### src/rtl/reg_move_ctrl_if.sv
// Command/response handshake bundle between a requester and reg_move_ctrl.
// master = requester side, slave = sequencer side.
interface reg_move_ctrl_if #(
    parameter int ADDR_W = 5,
    parameter int DATA_W = 8
);
    logic              cmd_valid;
    logic              cmd_ready;
    logic [1:0]        cmd_op;
    logic [ADDR_W-1:0] cmd_addr;
    logic [ADDR_W-1:0] cmd_src;
    logic [DATA_W-1:0] cmd_data;
    logic              rsp_valid;
    logic [DATA_W-1:0] rsp_data;
    logic              rsp_err;

    modport master (
        output cmd_valid, cmd_op, cmd_addr, cmd_src, cmd_data,
        input  cmd_ready, rsp_valid, rsp_data, rsp_err
    );

    modport slave (
        input  cmd_valid, cmd_op, cmd_addr, cmd_src, cmd_data,
        output cmd_ready, rsp_valid, rsp_data, rsp_err
    );
endinterface

### src/rtl/reg_move_ctrl.sv
// WRITE / READ / MOVE command sequencer in front of a 32x8 register memory.
// Optional MOVE read-back verify is enabled by defining MOVE_VERIFY_EN.
module reg_move_ctrl #(
    parameter int ADDR_W = 5,
    parameter int DATA_W = 8
) (
    input  logic              clk,
    input  logic              rst_n,
    reg_move_ctrl_if.slave    bus,
    output logic [ADDR_W-1:0] mem_address,
    output logic              mem_write_en,
    output logic              mem_read_en,
    output logic [DATA_W-1:0] mem_data_in,
    input  logic [DATA_W-1:0] mem_data_out
);

    localparam logic [1:0] OP_NOP   = 2'b00;
    localparam logic [1:0] OP_WRITE = 2'b01;
    localparam logic [1:0] OP_READ  = 2'b10;
    localparam logic [1:0] OP_MOVE  = 2'b11;

    typedef enum logic [2:0] {
        IDLE, WR, RD, MRD, MWR,
`ifdef MOVE_VERIFY_EN
        MVF,
`endif
        RSP
    } state_t;

    // Per-command context: destination and the value being written/moved.
    typedef struct packed {
        logic [ADDR_W-1:0] dst;
        logic [DATA_W-1:0] val;
    } ctx_t;

    state_t            state_q, state_d;
    ctx_t              ctx_q, ctx_d;
    logic [ADDR_W-1:0] addr_d;
    logic [DATA_W-1:0] wdata_d;
    logic              we_d, re_d;
    logic              rsp_valid_q, rsp_valid_d;
    logic [DATA_W-1:0] rsp_data_q, rsp_data_d;
`ifdef MOVE_VERIFY_EN
    logic              rsp_err_q, rsp_err_d;
`endif

    always_ff @(posedge clk or negedge rst_n) begin
        if (!rst_n) begin
            state_q      <= IDLE;
            ctx_q        <= '0;
            mem_address  <= '0;
            mem_data_in  <= '0;
            mem_write_en <= 1'b0;
            mem_read_en  <= 1'b0;
            rsp_valid_q  <= 1'b0;
            rsp_data_q   <= '0;
`ifdef MOVE_VERIFY_EN
            rsp_err_q    <= 1'b0;
`endif
        end else begin
            state_q      <= state_d;
            ctx_q        <= ctx_d;
            mem_address  <= addr_d;
            mem_data_in  <= wdata_d;
            mem_write_en <= we_d;
            mem_read_en  <= re_d;
            rsp_valid_q  <= rsp_valid_d;
            rsp_data_q   <= rsp_data_d;
`ifdef MOVE_VERIFY_EN
            rsp_err_q    <= rsp_err_d;
`endif
        end
    end

    // Next-state logic also computes the next value of every registered
    // memory-side output, so the enables are asserted in the state cycle itself.
    always_comb begin
        state_d     = state_q;
        ctx_d       = ctx_q;
        addr_d      = mem_address;
        wdata_d     = mem_data_in;
        we_d        = 1'b0;
        re_d        = 1'b0;
        rsp_valid_d = 1'b0;
        rsp_data_d  = rsp_data_q;
`ifdef MOVE_VERIFY_EN
        rsp_err_d   = rsp_err_q;
`endif
        case (state_q)
            IDLE: begin
                if (bus.cmd_valid) begin
                    ctx_d.dst = bus.cmd_addr;
                    case (bus.cmd_op)
                        OP_NOP: begin
                            state_d     = RSP;
                            rsp_valid_d = 1'b1;
                            rsp_data_d  = '0;
`ifdef MOVE_VERIFY_EN
                            rsp_err_d   = 1'b0;
`endif
                        end
                        OP_WRITE: begin
                            state_d   = WR;
                            ctx_d.val = bus.cmd_data;
                            we_d      = 1'b1;
                            addr_d    = bus.cmd_addr;
                            wdata_d   = bus.cmd_data;
                        end
                        OP_READ: begin
                            state_d = RD;
                            re_d    = 1'b1;
                            addr_d  = bus.cmd_addr;
                        end
                        OP_MOVE: begin
                            state_d = MRD;
                            re_d    = 1'b1;
                            addr_d  = bus.cmd_src;
                        end
                        default: state_d = IDLE;
                    endcase
                end
            end
            WR: begin
                state_d     = RSP;
                rsp_valid_d = 1'b1;
                rsp_data_d  = ctx_q.val;
`ifdef MOVE_VERIFY_EN
                rsp_err_d   = 1'b0;
`endif
            end
            RD: begin
                state_d     = RSP;
                rsp_valid_d = 1'b1;
                rsp_data_d  = mem_data_out;
`ifdef MOVE_VERIFY_EN
                rsp_err_d   = 1'b0;
`endif
            end
            MRD: begin
                state_d   = MWR;
                ctx_d.val = mem_data_out;
                we_d      = 1'b1;
                addr_d    = ctx_q.dst;
                wdata_d   = mem_data_out;
            end
            MWR: begin
`ifdef MOVE_VERIFY_EN
                state_d     = MVF;
                re_d        = 1'b1;
                addr_d      = ctx_q.dst;
`else
                state_d     = RSP;
                rsp_valid_d = 1'b1;
                rsp_data_d  = ctx_q.val;
`endif
            end
`ifdef MOVE_VERIFY_EN
            MVF: begin
                state_d     = RSP;
                rsp_valid_d = 1'b1;
                rsp_data_d  = ctx_q.val;
                rsp_err_d   = (mem_data_out != ctx_q.val);
            end
`endif
            RSP:     state_d = IDLE;
            default: state_d = IDLE;
        endcase
    end

    assign bus.cmd_ready = (state_q == IDLE);
    assign bus.rsp_valid = rsp_valid_q;
    assign bus.rsp_data  = rsp_data_q;
`ifdef MOVE_VERIFY_EN
    assign bus.rsp_err   = rsp_err_q;
`else
    assign bus.rsp_err   = 1'b0;
`endif

    a_enables_exclusive: assert property (
        @(posedge clk) disable iff (!rst_n) !(mem_write_en && mem_read_en));
    a_rsp_one_cycle: assert property (
        @(posedge clk) disable iff (!rst_n) rsp_valid_q |=> !rsp_valid_q);

endmodule

### src/flat_wrapper.sv
// flat-port wrapper written by rule: the top's interface ports become plain ports
module reg_move_ctrl_flat 
#(
    parameter int ADDR_W = 5,
    parameter int DATA_W = 8
)
  (clk, rst_n, mem_address, mem_write_en, mem_read_en, mem_data_in, mem_data_out, bus_cmd_valid, bus_cmd_op, bus_cmd_addr, bus_cmd_src, bus_cmd_data, bus_cmd_ready, bus_rsp_valid, bus_rsp_data, bus_rsp_err);
  reg_move_ctrl_if #(.ADDR_W(ADDR_W), .DATA_W(DATA_W)) bus_i ();
  input  logic clk;
  input  logic rst_n;
  output logic [ADDR_W-1:0] mem_address;
  output logic mem_write_en;
  output logic mem_read_en;
  output logic [DATA_W-1:0] mem_data_in;
  input  logic [DATA_W-1:0] mem_data_out;
  input wire logic [$bits(bus_i.cmd_valid)-1:0] bus_cmd_valid;
  input wire logic [$bits(bus_i.cmd_op)-1:0] bus_cmd_op;
  input wire logic [$bits(bus_i.cmd_addr)-1:0] bus_cmd_addr;
  input wire logic [$bits(bus_i.cmd_src)-1:0] bus_cmd_src;
  input wire logic [$bits(bus_i.cmd_data)-1:0] bus_cmd_data;
  output wire logic [$bits(bus_i.cmd_ready)-1:0] bus_cmd_ready;
  output wire logic [$bits(bus_i.rsp_valid)-1:0] bus_rsp_valid;
  output wire logic [$bits(bus_i.rsp_data)-1:0] bus_rsp_data;
  output wire logic [$bits(bus_i.rsp_err)-1:0] bus_rsp_err;
  assign bus_i.cmd_valid = bus_cmd_valid;
  assign bus_i.cmd_op = bus_cmd_op;
  assign bus_i.cmd_addr = bus_cmd_addr;
  assign bus_i.cmd_src = bus_cmd_src;
  assign bus_i.cmd_data = bus_cmd_data;
  assign bus_cmd_ready = bus_i.cmd_ready;
  assign bus_rsp_valid = bus_i.rsp_valid;
  assign bus_rsp_data = bus_i.rsp_data;
  assign bus_rsp_err = bus_i.rsp_err;
  reg_move_ctrl #(.ADDR_W(ADDR_W), .DATA_W(DATA_W)) u_core (.clk(clk), .rst_n(rst_n), .bus(bus_i), .mem_address(mem_address), .mem_write_en(mem_write_en), .mem_read_en(mem_read_en), .mem_data_in(mem_data_in), .mem_data_out(mem_data_out));
endmodule
### config.mk
export PLATFORM = sky130hd
export DESIGN_NAME = reg_move_ctrl_flat
export DESIGN_NICKNAME = d
export VERILOG_FILES = /design/src/rtl/reg_move_ctrl_if.sv /design/src/rtl/reg_move_ctrl.sv /design/src/flat_wrapper.sv
export SDC_FILE = /design/constraint.sdc
export NUM_CORES = 1
export LEC_CHECK = 0
export CAP_MARGIN = 15
export CORE_AREA = 3 3 68 70
export CTS_CLUSTER_SIZE = 25
export DETAILED_ROUTE_END_ITERATION = 16
export DIE_AREA = 0 0 71 73
export HOLD_SLACK_MARGIN = 0.06
export PLACE_DENSITY_LB_ADDON = 0.05
export SYNTH_ARGS = -nofsm -noshare
export SYNTH_HDL_FRONTEND = slang
export SYNTH_SLANG_ARGS = --single-unit
### constraint.sdc
create_clock -name clk -period 1.7 [get_ports clk]
set_input_delay 0.34 -clock clk [delete_from_list [all_inputs] [get_ports clk]]
set_output_delay 0.34 -clock clk [all_outputs]
set_load 0.05 [all_outputs]
# Yosys cells after proc, flatten, opt, wreduce, memory -nomap -nowiden
# Cells that the tools add are included.
# classes
n_reduce_logical	12
n_mux	23
n_eq_ne	11
# op_table
operator	count
2-to-1 mux 8 bit	5
one-hot mux 8 bit (2 select lines)	2
one-hot mux 8 bit (3 select lines)	1
one-hot mux 5 bit (2 select lines)	2
one-hot mux 3 bit (4 select lines)	1
one-hot mux 3 bit (3 select lines)	1
AND reduction 3 bit	3
2-to-1 mux 1 bit	7
== test 3 x 2 -> 1 bit (second input constant)	2
OR reduction 2 bit	3
2-to-1 mux 5 bit	1
== test 2 bit (second input constant)	2
inequality test 2 x 1 -> 1 bit (second input constant)	2
one-hot mux 1 bit (2 select lines)	2
== test 3 x 1 -> 1 bit (second input constant)	1
== test 3 bit (second input constant)	1
zero test 3 bit	1
2-to-1 mux 3 bit	1
inequality test 3 x 2 -> 1 bit (second input constant)	1
nonzero test 3 bit	1
OR reduction 3 bit	1
== test 2 x 1 -> 1 bit (second input constant)	1
zero test 2 bit	1
inequality test 2 bit (second input constant)	1
other kinds (2)	2
# word_totals
ff_bits	40
elab_cells	55
output_inout_bits	26
in_bits	31

# Longest topological paths before layout
# Gate-level depths: netlist of the first run.
# depth
word_depth	5
depth_mapped	6
ltp_nobuf	5

# Worst setup path before layout of the first run
# OpenSTA, ideal clock, no wires.
# synth_timing
path_type	reg2out
start	reg u_core.state_q[2]
end	out bus_cmd_ready
path_buffers	2
t_arrival_ns	1.781
required_time_ns	1.360
path_stages_with_launch	4
path_slack_ns	-0.421
path_cell_list	dfrtp_1 > buf_6 > clkbuf_1 > nor3_1
# synth_between
elab_chain_cells	1
# synth_lines
element	line_no	text
from (decl)	reg_move_ctrl.sv:36	state_t state_q, state_d;
from (signal assigned)	reg_move_ctrl.sv:61	state_q <= state_d;
zero test 3 bit	reg_move_ctrl.sv:170	assign bus.cmd_ready = (state_q == IDLE);
to (decl)	flat_wrapper.sv:21	output wire logic [$bits(bus_i.cmd_ready)-1:0] bus_cmd_ready;
# No other way between the ends.

# Worst setup path in the final report of the first run
# layout_timing
start	reg u_core.state_q[1]
end	reg u_core.mem_address[3]
# layout_between
elab_chain_cells	3
word_cells_on_any_way	7
# layout_lines
element	line_no	text
zero test 3 bit / == test 3 x 2 -> 1 bit (equally long branches)	reg_move_ctrl.sv:89	case (state_q)
inequality test 3 x 2 -> 1 bit (no line), or another cell as far along	-	
AND reduction 3 bit (no line)	-	
to (signal assigned)	reg_move_ctrl.sv:63	mem_address <= addr_d;
to (decl)	reg_move_ctrl.sv:10	output logic [ADDR_W-1:0] mem_address,
# Parallel ways exist; a longest one is shown, timed or not.
# A chain may end at the register's enable or synchronous reset.

==> results of run 1 <==
-- placed cells by master, fill, tap and decap left out, drive strengths merged, types with 2 or more instances in the layout --
cell / Yosys / final
buf: 15 / 48
dfrtp: 32 / 32
clkdlybuf4s50: 0 / 27
nand2: 16 / 16
o22a: 16 / 16
mux2: 15 / 15
and2: 8 / 8
a221o: 8 / 8
clkbuf: 2 / 7
nor2: 5 / 5
ha: 4 / 4
inv: 3 / 3
dlygate4sd2: 0 / 3
nor3: 2 / 2
a21oi: 2 / 2
-- registers in the layout, indices dropped and copies added, names as in the netlist --
register              count
u_core.bus.rsp_data       8
u_core.bus.rsp_valid      1
u_core.ctx_q              5
u_core.mem_address        5
u_core.mem_data_in        8
u_core.mem_read_en        1
u_core.mem_write_en       1
u_core.state_q            3
-- logic make-up after synthesis --
group                      Yosys count  share of synthesized area
buffers and inverters               20                    0.07791
and+or+nand+nor                     38                     0.1222
other                                1                   0.002290
xor gates and xnor gates             1                   0.005349
muxes                               15                     0.1031
DFF                                 32                     0.4889
adders and majority gates            5                    0.03743
AOI/OAI and AO/OA                   29                     0.1627
-- critical path: stages, from the launching register on --
cell     delay [ps]
dfrtp_2         430
or4b_4          570
o21ai_4         290
mux2_4          330
-- cells in the mapped netlist, drive strengths merged --
master	n	area, sq um
ha	4	50.05
a221o	8	80.08
o22a	16	140.1
a2111oi	1	8.760
nor3b	1	7.510
buf	15	108.8
nor2	5	18.77
maj3	1	11.26
inv	3	11.26
xnor2	1	8.760
or4b	1	13.76
nand2	16	60.06
o21ai	1	16.27
o21a	1	7.510
and2	8	50.05
nor3	2	10.01
mux2	15	168.9
clkbuf	2	7.510
a21oi	2	13.76
nand2b	1	6.260
nand3b	1	7.510
conb	1	3.750
dfrtp	32	800.8
nand4bb	1	11.26
nor4b	1	8.760
or2	1	6.260
-- worst paths after layout --
check / from / endpoint / cells after the start / slack (ps)
max in group asynchronous: rst_n / u_core.state_q[2] / 2 / 920
min in group clk: u_core.ctx_q[12] / u_core.ctx_q[12] / 2 / 480
worst max-delay path: u_core.state_q[1] / u_core.mem_address[3] / 3 / -40
worst max register to register: u_core.state_q[1] / u_core.mem_address[3] / 3 / -40
worst min-delay path: rst_n / u_core.state_q[0] / 2 / 460
worst min register to register: u_core.ctx_q[12] / u_core.ctx_q[12] / 2 / 480
-- power breakdown --
group	internal [mW]	switching [mW]	leakage (nW)
Combinational	1.16	1.68	0.658
Clock	0.360	0.256	0.0503
Sequential	1.13	0.251	0.383
-- repair_timing --
| action | CTS | global route |
|---|---|---|
| gates resized for setup | 13 | 14 |
| pin swaps | 3 | 6 |
| setup endpoints to repair | 24 | 15 |
| buffers inserted | 1 | 6 |
-- metal layers --
metal  wire (um)  share of wire
met1        1836           0.44
met2        2078           0.50
met3         213          0.051
met4          33         0.0079
met5           0              0
-- cell type report --
type,count,area share
multi-input cells,89,0.3272
flip-flops and latches,32,0.3257
repair buffers,78,0.2780
clock buffers,7,0.03907
well taps,50,0.02537
inverters,3,0.004566
-- through the flow --
stage          cell area, sq um  setup TNS (ps)  setup WS, ps  hold slack (ps)  total power, mW
2_1_floorplan              1643          -156.5        -31.30            44.41            3.264
3_3_place_gp               2230          -10240        -557.5            463.2            3.992
3_5_place_dp               2230          -10900        -588.4            463.0            4.051
4_1_cts                    2380          -326.0        -78.17            479.3            4.738
5_1_grt                    2466          -363.2        -78.49            494.5            5.104
6_report                   2466          -166.4        -36.69            464.5            4.833
==> impl_metrics.ini, run 1 <==
[cts]
cts_buffer_depth = 2
ctsRootBufferMaster = clkbuf_8
cts_sinks = 32
cts_buffers = 5
htree_levels = 2
cts_hold_buf = 0
cts.clk_slew.worst_paths_ps = 70
clk_latency_ps = 280
cts_tree = done

[finish]
area_growth_pct = 50.57
fin_nets = 244
drive_gt1_frac = 0.4019
multi_input_area_sq_um = 807.0
diodes = 0
post-route-util = 0.6121
ff_latch_area_sq_um = 803.3
fillers = 354
instances_no_fill = 259

[global_route]
grt_pass1_vias = 1394
antenna_found_initial = 0
grt_use_met2 = 0.2781
grtUsageTotal = 0.1694
met3_usage = 0.05096
grt_start_max_net_pins = 33
overflow = 0
grt_first_pass_wirelength_mm = 6.837
grt.busiest_layer = met2
grtUsageMet1 = 0.2218

[place]
dp.cells = 246
io_buffers = 55
globalplace.congestion = 0.7287
hpwl_mm = 2.962

[die]
die_area_sq_um = 5183
die_h_um = 73
rows = 23
core_area_sq_um = 4029
initial_core_util = 0.4065
die_x_um = 71
ios = 57

[route]
drtAntennaViolNets = 0
drtIter0Drc = 56
wl_mm = 4.162
avgViaCountPerCell = 5.112
avgRoutedWirePerCell_um = 16.07
drtPass1Iterations = 4
drc = 0
num_vias = 1324

[timing]
worst_slack_ps = -36.69
fmax_mhz = 575.8
min_period_over_period = 1.022
fin_crit_ps = 1737
rsz0062_at_grt = true
final-setup-viol-count = 5
fin_skew_ps = 6.422
max_slew_margin = 0.6436
finalMaxSlewViolations = 0
tightest_slew_ps = 532.3
hold_viol = 0

[power]
p_leak_nw = 1.092
peakVddDrop_uv = 1181
p_per_area_nw_per_um2 = 1960

[synth]
synth_nets = 176
ys_warn_count = 0
avgSynthCellArea_sq_um = 11.62
syn_inst = 141
ys_seq_elements = 32
ys_seq_area_frac = 0.4889
synthDistinctLibCells = 30
synth_area_sq_um = 1638

[worst_setup_path]
crit_type = flop to flop
cp.arrival_ps = 1900
crit_fanout = 5
cp-end-kind = flop
startpoint_type = flop
crit_required_ps = 1860

[outcome]
outcome = finished, violations left
violations = negative setup slack

[hold_path]
hp-class = primary input to asynchronous set/reset pin

[run]
maxCapViolations = 0
Power figures use the tool's default switching activity.
==> run 2, diff against run 1 <==
--- a/config.mk
+++ b/config.mk
@@ -6,10 +6,10 @@
 export NUM_CORES = 1
 export LEC_CHECK = 0
 export CAP_MARGIN = 15
-export CORE_AREA = 3 3 68 70
+export CORE_AREA = 3 3 65 67
 export CTS_CLUSTER_SIZE = 25
 export DETAILED_ROUTE_END_ITERATION = 16
-export DIE_AREA = 0 0 71 73
+export DIE_AREA = 0 0 68 70
 export HOLD_SLACK_MARGIN = 0.06
 export PLACE_DENSITY_LB_ADDON = 0.05
 export SYNTH_ARGS = -nofsm -noshare
==> constraint.sdc (replaced) <==
create_clock -name clk -period 1.8 [get_ports clk]
set_input_delay 0.36 -clock clk [delete_from_list [all_inputs] [get_ports clk]]
set_output_delay 0.36 -clock clk [all_outputs]
set_load 0.05 [all_outputs]
==> impl_metrics.ini, run 2 (same netlist as run 1, synthesis figures left out) <==
[power]
clkPwrFrac = 0.125
switching_power_mw = 2.041
netSwitchingFraction = 0.4608
pwr-share-seq = 0.291
finalPower_mw = 4.430
p_comb_frac = 0.584
peakVddDrop_uv = 890.2
internal_power_mw = 2.388
p_leak_nw = 1.052
p_per_area_nw_per_um2 = 1855

[die]
die_area_sq_um = 4760
rows = 22
core_area_sq_um = 3689
ios = 57
die_h_um = 70
die_x_um = 68
initial_core_util = 0.4440

[finish]
fin_nets = 240
final_cell_mix = 41 x buf_4, 32 x dfrtp_1, 28 x clkdlybuf4s50_1, 16 x nand2_1, 16 x o22a_1
post-route-util = 0.6476
final_common_cell = buf_4
diodes = 0
area_growth_pct = 45.84
drive_gt1_frac = 0.3592
fillers = 317

[worst_setup_path]
worstReg2RegEnd = u_core.mem_address[2]
cp.arrival_ps = 1930
startpoint_type = primary input
r2r_setup_slack_ps = 80
crit_required_ps = 1960
cpMaxStageDelayCell = or4b_4
critPathMaxStageDelay_ps = 480
crit_fanout = 5
cp-end-kind = flop
r2r_cells = 3
reg2reg_from = u_core.state_q[1]
crit_chain = clkdlybuf4s50_1, or4b_4, o21ai_4, mux2_2
crit_type = primary input to flop

[cts]
cts.clk_slew.worst_paths_ps = 60
cts_buffer_depth = 2
clk_latency_ps = 280
cts_tree = done
cts_sinks = 32
cts_buffers = 5
htree_levels = 2
ctsRootBufferMaster = clkbuf_8

[global_route]
grt_first_pass_wirelength_mm = 6.430
overflow = 0
grtUsageTotal = 0.1836
grt_pass1_vias = 1388
antenna_found_initial = 0
grt_start_max_net_pins = 33

[route]
avgViaCountPerCell = 5.224
drtAntennaViolNets = 0
drtIter0Drc = 51
wl_mm = 3.970
avgRoutedWirePerCell_um = 15.63
drc = 0
num_vias = 1327
drtPass1Iterations = 4

[timing]
hold_viol = 0
tightest_slew_ps = 700.0
fin_skew_ps = 1.445
fin_setup_tns_ps = 0
fin_crit_ps = 1767
rsz0062_at_grt = false
max_slew_margin = 0.5316
fmax_mhz = 566.0
finalMaxSlewViolations = 0
final-setup-viol-count = 0
hold_ws_ps = 476.2
min_period_over_period = 0.9815

[place]
hpwl_mm = 2.851
io_buffers = 55
globalplace.congestion = 0.8343

[run]
maxCapViolations = 0

[hold_path]
hp-class = flop to flop
worstHoldPathCells = 2
hold_end = u_core.ctx_q[11]
hp-start = u_core.ctx_q[11]

[outcome]
outcome = completed
run 2: cell types whose count changed in the layout (fill, tap and decap cells not counted), moves of 2 or more:
cell / delta
mux2_2: +5
mux2_4: -5
buf_4: -4
clkbuf_1: +2
dfrtp_1: +2
dfrtp_2: -2
dlygate4sd2_1: -2
run 2: layout make-up:
cell class / instances / area [sq um] / share of cell area
inverters: 3 / 11.26 / 0.004715
multi-input cells: 90 / 777.0 / 0.3253
well taps: 48 / 60.06 / 0.02514
clock buffers: 8 / 90.09 / 0.03772
repair buffers: 73 / 649.4 / 0.2719
flip-flops and latches: 32 / 800.8 / 0.3353
run 2: power by group through the flow:
stage	Combinational [mW]	Sequential, mW	Clock (mW)
floorplan	1.28	1.80	0
global placement	2.51	1.28	0
detailed placement	2.54	1.30	0
CTS	2.56	1.29	0.580
global route	2.73	1.33	0.616
finish	2.59	1.29	0.554
run 2: how the worst max path moves through the flow:
stage | start | endpoint | slack (ps) | depth (start not counted)
floorplan | u_core.state_q[2] | u_core.mem_address[0] | 50 | 5
global placement | bus_cmd_op[0] | u_core.bus.rsp_data[4] | -470 | 7
detailed placement | bus_cmd_op[0] | u_core.bus.rsp_data[3] | -450 | 7
CTS | bus_cmd_op[1] | u_core.bus.rsp_data[7] | 9 | 7
global route | u_core.state_q[2] | bus_cmd_ready | 0.2 | 3
finish | bus_cmd_valid | u_core.mem_address[2] | 30 | 4
run 2: worst max-delay path: cells and delay by family:
kind                   cells  cell delay [ps]
buffers and inverters      1              470
muxes                      1              370
AOI/OAI and AO/OA          1              240
and+or+nand+nor            1              480
run 2: metrics by stage:
stage / area (sq um) / setup WS [ps] / instances
6_report: 2389 / 33.35 / 254
5_1_grt: 2389 / 0.2174 / 254
4_1_cts: 2335 / 9.422 / 251
3_5_place_dp: 2220 / -450.9 / 243
3_3_place_gp: 2220 / -466.6 / 243
2_1_floorplan: 1643 / 46.40 / 141
run 2: timing repair:
action / 4_1_cts / 5_1_grt
hold buffers: 0 / 0
hold endpoints to repair: 0 / 0
gates resized for setup: 6 / 5
cloned: 0 / 1
setup endpoints to repair: 22 / 22
buffers inserted: 0 / 2
pin swaps: 1 / 2
run 2: metal layers:
metal / share of wire / vias up / GRT usage / wire length (um)
met5: 0 / - / 0 / 0
met4: 0.013 / 0 / 0.08389 / 50
met3: 0.059 / 6 / 0.05949 / 234
met2: 0.50 / 42 / 0.2859 / 1970
met1: 0.43 / 653 / 0.2260 / 1715
li1: - / 626 / - / -
==> run 3, diff against run 2 <==
--- a/config.mk
+++ b/config.mk
@@ -7,6 +7,7 @@
 export LEC_CHECK = 0
 export CAP_MARGIN = 15
 export CORE_AREA = 3 3 65 67
+export CTS_CLUSTER_DIAMETER = 150
 export CTS_CLUSTER_SIZE = 25
 export DETAILED_ROUTE_END_ITERATION = 16
 export DIE_AREA = 0 0 68 70
==> results of run 3 <==
Same layout as run 2: the final DEF is identical, and so are final timing and power.
